--- config.mk ---
export PLATFORM = sky130hd
export DESIGN_NAME = masked_barrett_if_cond_sched
export DESIGN_NICKNAME = d
export VERILOG_FILES = /design/src/rtl/ntt_defines_pkg.sv /design/src/rtl/masked_barrett_if_cond_v2.sv /design/src/rtl/masked_barrett_if_cond_sched.sv
export SDC_FILE = /design/constraint.sdc
export NUM_CORES = 1
export LEC_CHECK = 0
export CORE_MARGIN = 2
export CORE_UTILIZATION = 40
export CTS_CLUSTER_SIZE = 16
export DETAILED_ROUTE_END_ITERATION = 7
export PLACE_DENSITY = 0.64
export SLEW_MARGIN = 5
export SYNTH_ARGS = -nofsm -noshare
export SYNTH_HDL_FRONTEND = slang
export SYNTH_SLANG_ARGS = --single-unit
--- constraint.sdc ---
create_clock -name clk -period 6.4 [get_ports clk]
set_clock_uncertainty 0.15 [all_clocks]
set_input_delay 1.28 -clock clk [delete_from_list [all_inputs] [get_ports clk]]
set_output_delay 1.28 -clock clk [all_outputs]
set_load 0.02 [all_outputs]
--- src/rtl/ntt_defines_pkg.sv ---
// Shared constants and bundle types for the masked
// Barrett conditional-subtract datapath and its scheduler.
package ntt_defines_pkg;

  localparam int MLKEM_Q = 3329;
  localparam int MLKEM_Q_WIDTH = 12;
  localparam int IFCOND_C_W = 14;
  localparam int MASKED_IFCOND_RND_W = 55;

  typedef struct packed {
    logic        rnd_1bit;
    logic [13:0] rnd_bool1;
    logic [13:0] rnd_bool0;
    logic [13:0] rnd_14bit;
    logic [11:0] rnd_12bit;
  } masked_ifcond_rnd_t;

  typedef logic [1:0][MLKEM_Q_WIDTH-1:0] arith_pair_t;
  typedef logic [1:0][IFCOND_C_W-1:0] c_pair_t;

  function automatic logic [MLKEM_Q_WIDTH-1:0] q_or_zero(
    input logic sel
  );
    return sel ? MLKEM_Q_WIDTH'(MLKEM_Q) : '0;
  endfunction

endpackage

--- src/rtl/masked_barrett_if_cond_v2.sv ---
// Three-stage masked datapath: remask, extract the bit-12 condition
// into Boolean shares, then convert q*cond into arithmetic shares.
module masked_barrett_if_cond_v2
  import ntt_defines_pkg::*;
(
  input  logic                           clk,
  input  logic                           rst_n,
  input  logic                           zeroize,
  input  logic [1:0][IFCOND_C_W-1:0]     c_rolled,
  input  logic [MASKED_IFCOND_RND_W-1:0] rnd,
  output logic [1:0][MLKEM_Q_WIDTH-1:0]  arith_q
);

  masked_ifcond_rnd_t r;
  logic [IFCOND_C_W-1:0] mask14;

  logic [1:0][12:0] a_q;
  logic             b_rnd_q;
  logic [11:0]      m1_q;

  logic [12:0]      sum13;
  logic             cond;
  logic [1:0]       b_q;
  logic [11:0]      m2_q;

  logic [MLKEM_Q_WIDTH-1:0] qv;

  assign r      = rnd;
  assign mask14 = r.rnd_14bit ^ r.rnd_bool0 ^ r.rnd_bool1;

  // only bits 12:0 of the share sum matter for the condition
  assign sum13 = a_q[0] + a_q[1];
  assign cond  = sum13 >= 13'h1000;
  assign qv    = q_or_zero(b_q[0] ^ b_q[1]);

  always_ff @(posedge clk) begin
    if (!rst_n || zeroize) begin
      a_q     <= '0;
      b_rnd_q <= 1'b0;
      m1_q    <= '0;
      b_q     <= '0;
      m2_q    <= '0;
      arith_q <= '0;
    end else begin
      a_q[0]  <= 13'(c_rolled[0] + mask14);
      a_q[1]  <= 13'(c_rolled[1] - mask14);
      b_rnd_q <= r.rnd_1bit;
      m1_q    <= r.rnd_12bit;

      b_q[0]  <= b_rnd_q;
      b_q[1]  <= cond ^ b_rnd_q;
      m2_q    <= m1_q;

      arith_q[0] <= m2_q;
      arith_q[1] <= qv - m2_q;
    end
  end

endmodule

--- src/rtl/masked_barrett_if_cond_sched.sv ---
// Credit-based issue controller and output FIFO around the
// non-stallable masked Barrett conditional-subtract datapath.
module masked_barrett_if_cond_sched
  import ntt_defines_pkg::*;
#(
  parameter int OUT_DEPTH = 4,
  parameter int DP_LAT    = 3
) (
  input  logic                           clk,
  input  logic                           rst_n,
  input  logic                           zeroize,
  input  logic                           in_valid,
  output logic                           in_ready,
  input  logic [1:0][IFCOND_C_W-1:0]     c_rolled_i,
  input  logic                           rnd_valid,
  output logic                           rnd_ready,
  input  logic [MASKED_IFCOND_RND_W-1:0] rnd_i,
  output logic                           out_valid,
  input  logic                           out_ready,
  output logic [1:0][MLKEM_Q_WIDTH-1:0]  arith_q_o,
  output logic                           busy
);

  localparam int CW = $clog2(OUT_DEPTH + 1);
  localparam int PW = (OUT_DEPTH > 1) ? $clog2(OUT_DEPTH) : 1;
  localparam int OW = $clog2(OUT_DEPTH + DP_LAT + 1);

  logic [DP_LAT-1:0] v;
  logic [CW-1:0]     fifo_cnt;
  logic [PW-1:0]     wr_ptr;
  logic [PW-1:0]     rd_ptr;
  arith_pair_t       mem [OUT_DEPTH];

  logic [MASKED_IFCOND_RND_W-1:0] rnd_hold;
  logic [MASKED_IFCOND_RND_W-1:0] dp_rnd;
  c_pair_t                        dp_c;
  arith_pair_t                    dp_q;

  logic          flush;
  logic          issue;
  logic          credit_ok;
  logic          push;
  logic          pop;
  logic [OW-1:0] occ;

  function automatic logic [PW-1:0] ptr_next(input logic [PW-1:0] p);
    return (p == PW'(OUT_DEPTH - 1)) ? '0 : p + PW'(1);
  endfunction

  assign flush = !rst_n || zeroize;

  // slots already claimed: buffered plus in flight, minus this pop
  always_comb begin
    occ = OW'(fifo_cnt);
    for (int i = 0; i < DP_LAT; i++) begin
      occ = occ + OW'(v[i]);
    end
    occ = occ - OW'(pop);
  end

  assign credit_ok = occ < OW'(OUT_DEPTH);
  assign issue     = in_valid & rnd_valid & credit_ok & ~flush;
  assign in_ready  = issue;
  assign rnd_ready = issue;

  assign push = v[DP_LAT-1];
  assign pop  = out_valid & out_ready;

  assign dp_c   = issue ? c_rolled_i : '0;
  assign dp_rnd = issue ? rnd_i : rnd_hold;

  masked_barrett_if_cond_v2 u_dp (
    .clk      (clk),
    .rst_n    (rst_n),
    .zeroize  (zeroize),
    .c_rolled (dp_c),
    .rnd      (dp_rnd),
    .arith_q  (dp_q)
  );

  always_ff @(posedge clk) begin
    if (flush) begin
      v        <= '0;
      wr_ptr   <= '0;
      rd_ptr   <= '0;
      fifo_cnt <= '0;
      rnd_hold <= '0;
      for (int i = 0; i < OUT_DEPTH; i++) begin
        mem[i] <= '0;
      end
    end else begin
      v <= {v[DP_LAT-2:0], issue};
      if (issue) begin
        rnd_hold <= rnd_i;
      end
      if (push) begin
        mem[wr_ptr] <= dp_q;
        wr_ptr      <= ptr_next(wr_ptr);
      end
      if (pop) begin
        rd_ptr <= ptr_next(rd_ptr);
      end
      unique case (1'b1)
        push && !pop: fifo_cnt <= fifo_cnt + CW'(1);
        pop && !push: fifo_cnt <= fifo_cnt - CW'(1);
        default:      fifo_cnt <= fifo_cnt;
      endcase
    end
  end

  assign out_valid = fifo_cnt != '0;
  assign arith_q_o = mem[rd_ptr];
  assign busy      = (|v) | out_valid;

  a_no_overflow: assert property (
    @(posedge clk) disable iff (flush)
    !(push && !pop && fifo_cnt == CW'(OUT_DEPTH))
  );

endmodule
==> flow_summary.json, run 1 <==
{
  "area.sequential_sq_um": 5450,
  "holdCritPathClass": "reg2reg",
  "area_growth_pct": 21.3,
  "cp-startpoint": "out_ready",
  "synth.net_count": 1173,
  "arrival_ns": 4.66,
  "muxShareOfSynthArea_pct": 5.24,
  "grt_pass1_vias": 7437,
  "drt_iter0_markers": 471,
  "synthesis.area_sq_um": 10900,
  "wl_met2_um": 11300,
  "synthSimpleGateAreaFrac_pct": 17.8,
  "power.density_nw_per_um2": 248,
  "topRoutingLayerUsed": "met5",
  "clk_pin_slew_ns": 0.06,
  "synthFlopType": "dfxtp_1",
  "cts_tree": "done",
  "drv_slew": 0,
  "io_buffers": 111,
  "drive_gt1_share_pct": 8.58,
  "grt_pass1_wl_um": 37700,
  "synthCells": 1046,
  "multi_input_comb_area_sq_um": 5190,
  "synth_top_family_by_area": "simple AND/OR/NAND/NOR gates",
  "dieArea_sq_um": 28700,
  "n_antenna_cell": 0,
  "row_count": 60,
  "cellLeakagePower_nw": 5.22,
  "synth_edf_count": 96,
  "grt_overflow": 0,
  "power_w": 0.00329,
  "ant_nets": 0,
  "gp_congestion": 0.861,
  "antenna_found_initial": 1,
  "grtUsageTotal_pct": 16.5,
  "clk_path_buf_depth": 3,
  "synth-xor-area-share_pct": 9.65,
  "fin_crit_sh_pct": 95.2,
  "cts_setup_buffers": 0,
  "wl_met3_um": 1310,
  "die_h_um": 169,
  "ioPinCount": 117,
  "report.final.setup_viol": 0,
  "tns_ns": 0,
  "nets": 1274,
  "synth-compound-area-share_pct": 9.40,
  "ys_seq_elements": 224,
  "place_hpwl_um": 15900,
  "cp-end-kind": "output port",
  "clkLatencyLatePin_ns": 0.53,
  "hp-start": "u_dp.m1_q[7]",
  "critPathMaxFanout": 20,
  "cts_max_level": 1,
  "vias": 7580,
  "wl_met1_um": 10400,
  "maxCapViolCount": 0,
  "ir_drop_mv": 0.152,
  "dr.pass1.iters": 5,
  "grt_max_degree": 98,
  "num-fill-cells": 2512,
  "reg2reg_from": "fifo_cnt[2]",
  "routedWlPerCell_um": 15.7,
  "max_freq_mhz": 164,
  "hold_viol": 0,
  "rsz0062_at_grt": "no",
  "syn_avg_cell_area_sq_um": 10.5,
  "start_util_pct": 40.7,
  "async_flop_share_pct": 0,
  "start_kind": "input port",
  "drc": 0,
  "yosysWarnings": 0,
  "wirelength_um": 23700,
  "cts_sinks": 224,
  "hold_buffers": 0,
  "die_x_um": 169,
  "status": "complete, no violations",
  "cts-resized-gates": 0,
  "worstSetupPathType": "in2out",
  "synthAdderAreaFrac_pct": 5.02,
  "routed_via_density": 5.03,
  "coreArea_sq_um": 26900,
  "slew_headroom_pct": 26.7,
  "fin_crit_ns": 6.09,
  "clockRootBuffer": "clkbuf_16",
  "numCtsBuffers": 24,
  "required_ns": 4.97,
  "synth_cell_types": 71,
  "worst_pin_slew_ns": 1.10,
  "yosysSeqAreaShare_pct": 49.7
}
## report_power, final
part           switching [W]  total (W)  internal (W)
sequential         0.0000111    0.00154       0.00152
clock               0.000558    0.00142      0.000867
combinational       0.000172   0.000331      0.000159
total               0.000741    0.00329       0.00255
## cell families (layout without fill, tap and decap cells)
group | count (synthesis) | in the layout
simple gates | 394 | 394
flops | 224 | 224
compound gates | 166 | 166
xor+xnor | 104 | 104
buf+inv | 89 | 208
fa+ha+maj | 43 | 43
mux | 26 | 26
## state kept, by name, indices dropped and copies added (netlist names), named ones only
name	flops
u_dp.m1_q	11
u_dp.b_rnd_q	1
u_dp.a_q	26
mem	96
v	3
wr_ptr	2
u_dp.m2_q	12
u_dp.b_q	2
fifo_cnt	3
rnd_hold	40
u_dp.arith_q	24
rd_ptr	2
## critical path, cell delays in order
cell and delay, ns:
clkdlybuf4s50_1 0.40, nand2_1 0.12, inv_1 0.09, ha_1 0.28, inv_1 0.05, fa_1 0.36
ha_1 0.28, a31oi_1 0.38, xor2_2 0.21, nand2_2 0.19, inv_2 0.14, buf_4 0.24
clkdlybuf4s50_1 0.64
## routing by layer
layer / track usage, % / vias up
met5: 0 / -
met4: 5.02 / 2
met3: 3.66 / 45
met2: 28.9 / 186
met1: 20.3 / 3516
li1: - / 3831
## layout by cell type (no fill, tap or decap), types with 24 or more instances in the layout
master,instances
xor2_1,33
and3_1,38
xnor2_1,60
mux4_2,24
nor2_1,70
a21oi_1,80
and2_1,101
dfxtp_1,128
clkdlybuf4s50_1,111
nand2_1,126
ha_1,35
clkbuf_16,25
edfxtp_1,96
inv_1,35
## cell type report
class                      instances  area share (%)
clock buffer                      38            5.53
clock inverter                     6           0.688
inverter                          36            1.02
multi-input combinational        733            39.1
sequential                       224            41.0
tap                              341            3.21
timing repair buffer             128            9.43
## final timing paths
path                                     end  slack [ns]  depth (start not counted)
worst max-delay path               rnd_ready        0.31                         13
worst min-delay path            u_dp.m2_q[7]        0.28                          1
worst max register to register  u_dp.a_q[19]        0.91                         23
worst min register to register  u_dp.m2_q[7]        0.28                          1
## cells in the mapped netlist (2+ instances only)
master / n / area (sq um)
o21ai_0: 21 / 105
or3_1: 6 / 37.5
edfxtp_1: 96 / 2880
o22ai_1: 2 / 12.5
nor3b_1: 3 / 22.5
buf_1: 11 / 41.3
a31oi_1: 9 / 56.3
xnor2_1: 60 / 526
buf_2: 2 / 10.0
a211o_1: 2 / 17.5
nand2b_1: 6 / 37.5
nor2_1: 70 / 263
o31ai_1: 2 / 15.0
or4_1: 4 / 30.0
nor2b_1: 4 / 25.0
nand4_1: 3 / 18.8
and2_1: 101 / 632
a21oi_1: 80 / 400
clkbuf_1: 39 / 146
xor3_1: 4 / 95.1
fa_1: 3 / 60.1
or2_2: 6 / 37.5
nand3_1: 7 / 35.0
xor2_1: 33 / 289
o31a_1: 3 / 26.3
maj3_1: 4 / 40.0
dfxtp_1: 128 / 2560
o32a_1: 2 / 20.0
xnor3_1: 4 / 90.1
o21a_1: 4 / 30.0
a311oi_1: 2 / 17.5
ha_1: 35 / 438
a211oi_1: 3 / 22.5
o21ai_1: 3 / 15.0
a221oi_1: 2 / 17.5
and3_1: 38 / 238
nand2_1: 127 / 477
a21o_1: 10 / 75.1
nor3_1: 15 / 75.1
a41oi_1: 2 / 17.5
inv_1: 35 / 131
mux4_2: 24 / 541
nor4_1: 3 / 18.8
## metrics by stage
| step | util, % | cells | cell area (sq um) | hold slack (ns) | worst slack, ns |
|---|---|---|---|---|---|
| 2_1_floorplan | - | 1046 | 10900 | 0.272 | 0.0445 |
| 3_3_place_gp | 46.3 | 1462 | 12400 | 0.287 | 0.0620 |
| 3_5_place_dp | 46.3 | 1462 | 12400 | 0.289 | 0.0239 |
| 4_1_cts | 49.4 | 1506 | 13300 | 0.299 | 0.251 |
| 5_1_grt | 49.4 | 1506 | 13300 | 0.305 | 0.0287 |
| 6_report | 49.4 | 1506 | 13300 | 0.282 | 0.306 |
Note: power is estimated with default switching activity, not from simulation.
==> run 2, diff against run 1 <==
ABC_AREA = 1   (was default)
HOLD_SLACK_MARGIN = 0.05   (was default)
==> flow_summary.json, run 2 <==
{
  "dp.cells": 1793,
  "reg2reg_from": "fifo_cnt[0]",
  "cts_max_level": 1,
  "numCtsBuffers": 25,
  "grtUsageTotal_pct": 18.0,
  "power.density_nw_per_um2": 251,
  "vias": 8984,
  "synthFlopType": "dfxtp_1",
  "start_util_pct": 40.8,
  "row_count": 60,
  "nets": 1606,
  "synth.net_count": 1506,
  "slew_headroom_pct": 37.6,
  "cp-endpoint": "in_ready",
  "yosysWarnings": 0,
  "ys_top_cells_by_area": "edfxtp_1 (26%), dfxtp_1 (23%), nor2_1 (10%)",
  "ys_seq_elements": 224,
  "layout.cells.most_common": "nor2_1",
  "reg2reg_slack_ns": 1.57,
  "hold_viol": 0,
  "ant_nets": 0,
  "synthCells": 1379,
  "power_w": 0.00334,
  "syn_avg_cell_area_sq_um": 7.97,
  "rsz0062_at_grt": "no",
  "clkLatencyLatePin_ns": 0.54,
  "report.final.setup_viol": 0,
  "grt_pass1_wl_um": 42200,
  "die_x_um": 170,
  "drt_iter0_markers": 579,
  "antenna_found_initial": 0,
  "coreArea_sq_um": 27000,
  "cts_sinks": 224,
  "r2r_end": "u_dp.a_q[11]",
  "drive_gt1_share_pct": 5.47,
  "worstSetupPathType": "in2out",
  "top_regs": "mem (96), rnd_hold (40), u_dp.a_q (26)",
  "required_ns": 4.97,
  "area_growth_pct": 21.0,
  "drv_slew": 0,
  "status": "complete, no violations",
  "largest_reg_flops": 96,
  "holdCritPathClass": "reg2reg",
  "dr.pass1.iters": 5,
  "cp-end-kind": "output port",
  "tns_ns": 0,
  "cts_tree": "done",
  "cts-resized-gates": 0,
  "regMostFlops": "mem",
  "yosysSeqAreaShare_pct": 49.6,
  "synth_area_leader_cell": "edfxtp_1",
  "synth_cell_types": 41,
  "synth_top_area_share_pct": 26.2,
  "num-fill-cells": 2588,
  "hold_buffers": 0,
  "start_kind": "input port",
  "critPathMaxFanout": 12,
  "clockRootBuffer": "clkbuf_16",
  "layout_setup_ws_ns": 0.595,
  "ir_drop_mv": 0.199,
  "routed_via_density": 4.89,
  "ys_top_cells_by_count": "nor2_1 (296), nand2_1 (232), inv_1 (179), dfxtp_1 (128), edfxtp_1 (96)",
  "cellLeakagePower_nw": 5.72,
  "gp_congestion": 0.878,
  "drc": 0,
  "dieArea_sq_um": 28800,
  "clk_pin_slew_ns": 0.06,
  "routedWlPerCell_um": 13.8,
  "arrival_ns": 4.37,
  "reg2reg_depth": 27,
  "final_cell_mix": "nor2_1 (296), nand2_1 (232), inv_1 (179), dfxtp_1 (128), clkdlybuf4s50_1 (111)",
  "place_hpwl_um": 17400,
  "fin_crit_sh_pct": 90.7,
  "cts_setup_buffers": 0,
  "async_flop_share_pct": 0,
  "cp-startpoint": "out_ready",
  "n_antenna_cell": 0,
  "synthesis.area_sq_um": 11000,
  "hold_depth": 2,
  "worst_pin_slew_ns": 0.936,
  "layout.cells.non_filler": 1839,
  "maxCapViolCount": 0,
  "grt_max_degree": 80,
  "synth_edf_count": 96,
  "post-synth-top-count-cell": "nor2_1",
  "io_buffers": 111,
  "clk_path_buf_depth": 3,
  "ioPinCount": 117,
  "fin_crit_ns": 5.80,
  "grt_pass1_vias": 8658,
  "grt_overflow": 0,
  "wirelength_um": 25400,
  "dp_slack_ns": 0.589,
  "die_h_um": 170,
  "max_freq_mhz": 172
}
==> run 2: cell types whose count changed after synthesis, moves of 23 or more <==
cell     change
nor2_1     +226
inv_1      +144
nand2_1    +105
and2_1     -101
o21ai_0     +60
nand3_1     +48
xnor2_1     -45
and3_1      -38
nand4_1     +29
xor2_1      -28
a21oi_1     -26
mux4_2      -24
o22ai_1     +23
==> run 2: power by group <==
group	leakage [nW]	total (W)	switching (W)	internal (W)
logic	3.19	0.000310	0.000182	0.000129
registers	2.10	0.00154	0.0000113	0.00153
clock network	0.433	0.00149	0.000594	0.000898
==> run 2: kinds of logic (layout without fill, tap and decap cells) <==
family,Yosys count,in the layout,share of synthesized area [%]
and+or+nand+nor,652,652,24.7
DFF,224,224,49.6
AOI/OAI and AO/OA,191,191,9.54
adders and majority gates,38,38,4.53
buffers and inverters,238,357,8.61
muxes,16,16,1.46
xor gates and xnor gates,20,20,1.59
==> run 2: cell type report <==
class                           count  area (sq um)  area share, %
Multi-Input combinational cell    917          4620           34.7
Inverter                          182           683           5.14
Timing Repair Buffer              129          1260           9.47
Tap cell                          341           427           3.21
Clock inverter                     14           170           1.28
Clock buffer                       32           694           5.22
Sequential cell                   224          5450           41.0
==> run 2: critical path: stages <==
cell and delay, ns:
clkdlybuf4s50_1 0.40, nand2_1 0.10, inv_1 0.10, ha_1 0.28
inv_1 0.04, fa_1 0.36, ha_1 0.28, nand3_1 0.07
nand2_1 0.09, inv_1 0.06, nand2_2 0.09, nand3_4 0.09
inv_1 0.42, clkdlybuf4s50_1 0.71
==> run 2: worst min-delay path by stage <==
stage | from | to | slack, ns
floorplan | u_dp.m2_q[0] | u_dp.arith_q[0] | 0.26
global placement | u_dp.m2_q[0] | u_dp.arith_q[0] | 0.27
detailed placement | u_dp.m2_q[0] | u_dp.arith_q[0] | 0.27
CTS | u_dp.m2_q[0] | u_dp.arith_q[0] | 0.29
global route | u_dp.m1_q[7] | u_dp.m2_q[7] | 0.30
finish | u_dp.m2_q[0] | u_dp.arith_q[0] | 0.28
==> run 2: per-layer routing <==
metal / routed length, um / vias up / track usage, %
met1: 11000 / 4075 / 22.3
met4: 578 / 0 / 4.53
met5: 0 / - / 0
li1: - / 4643 / -
met3: 1250 / 41 / 2.47
met2: 12600 / 225 / 32.9
==> run 2: through the flow <==
step | instance area [sq um] | hold WS [ns] | utilization, %
floorplan | 11000 | 0.263 | -
detailed placement | 12400 | 0.272 | 46.1
CTS | 13300 | 0.286 | 49.3
global route | 13300 | 0.303 | 49.3
global placement | 12400 | 0.274 | 46.1
finish | 13300 | 0.280 | 49.3
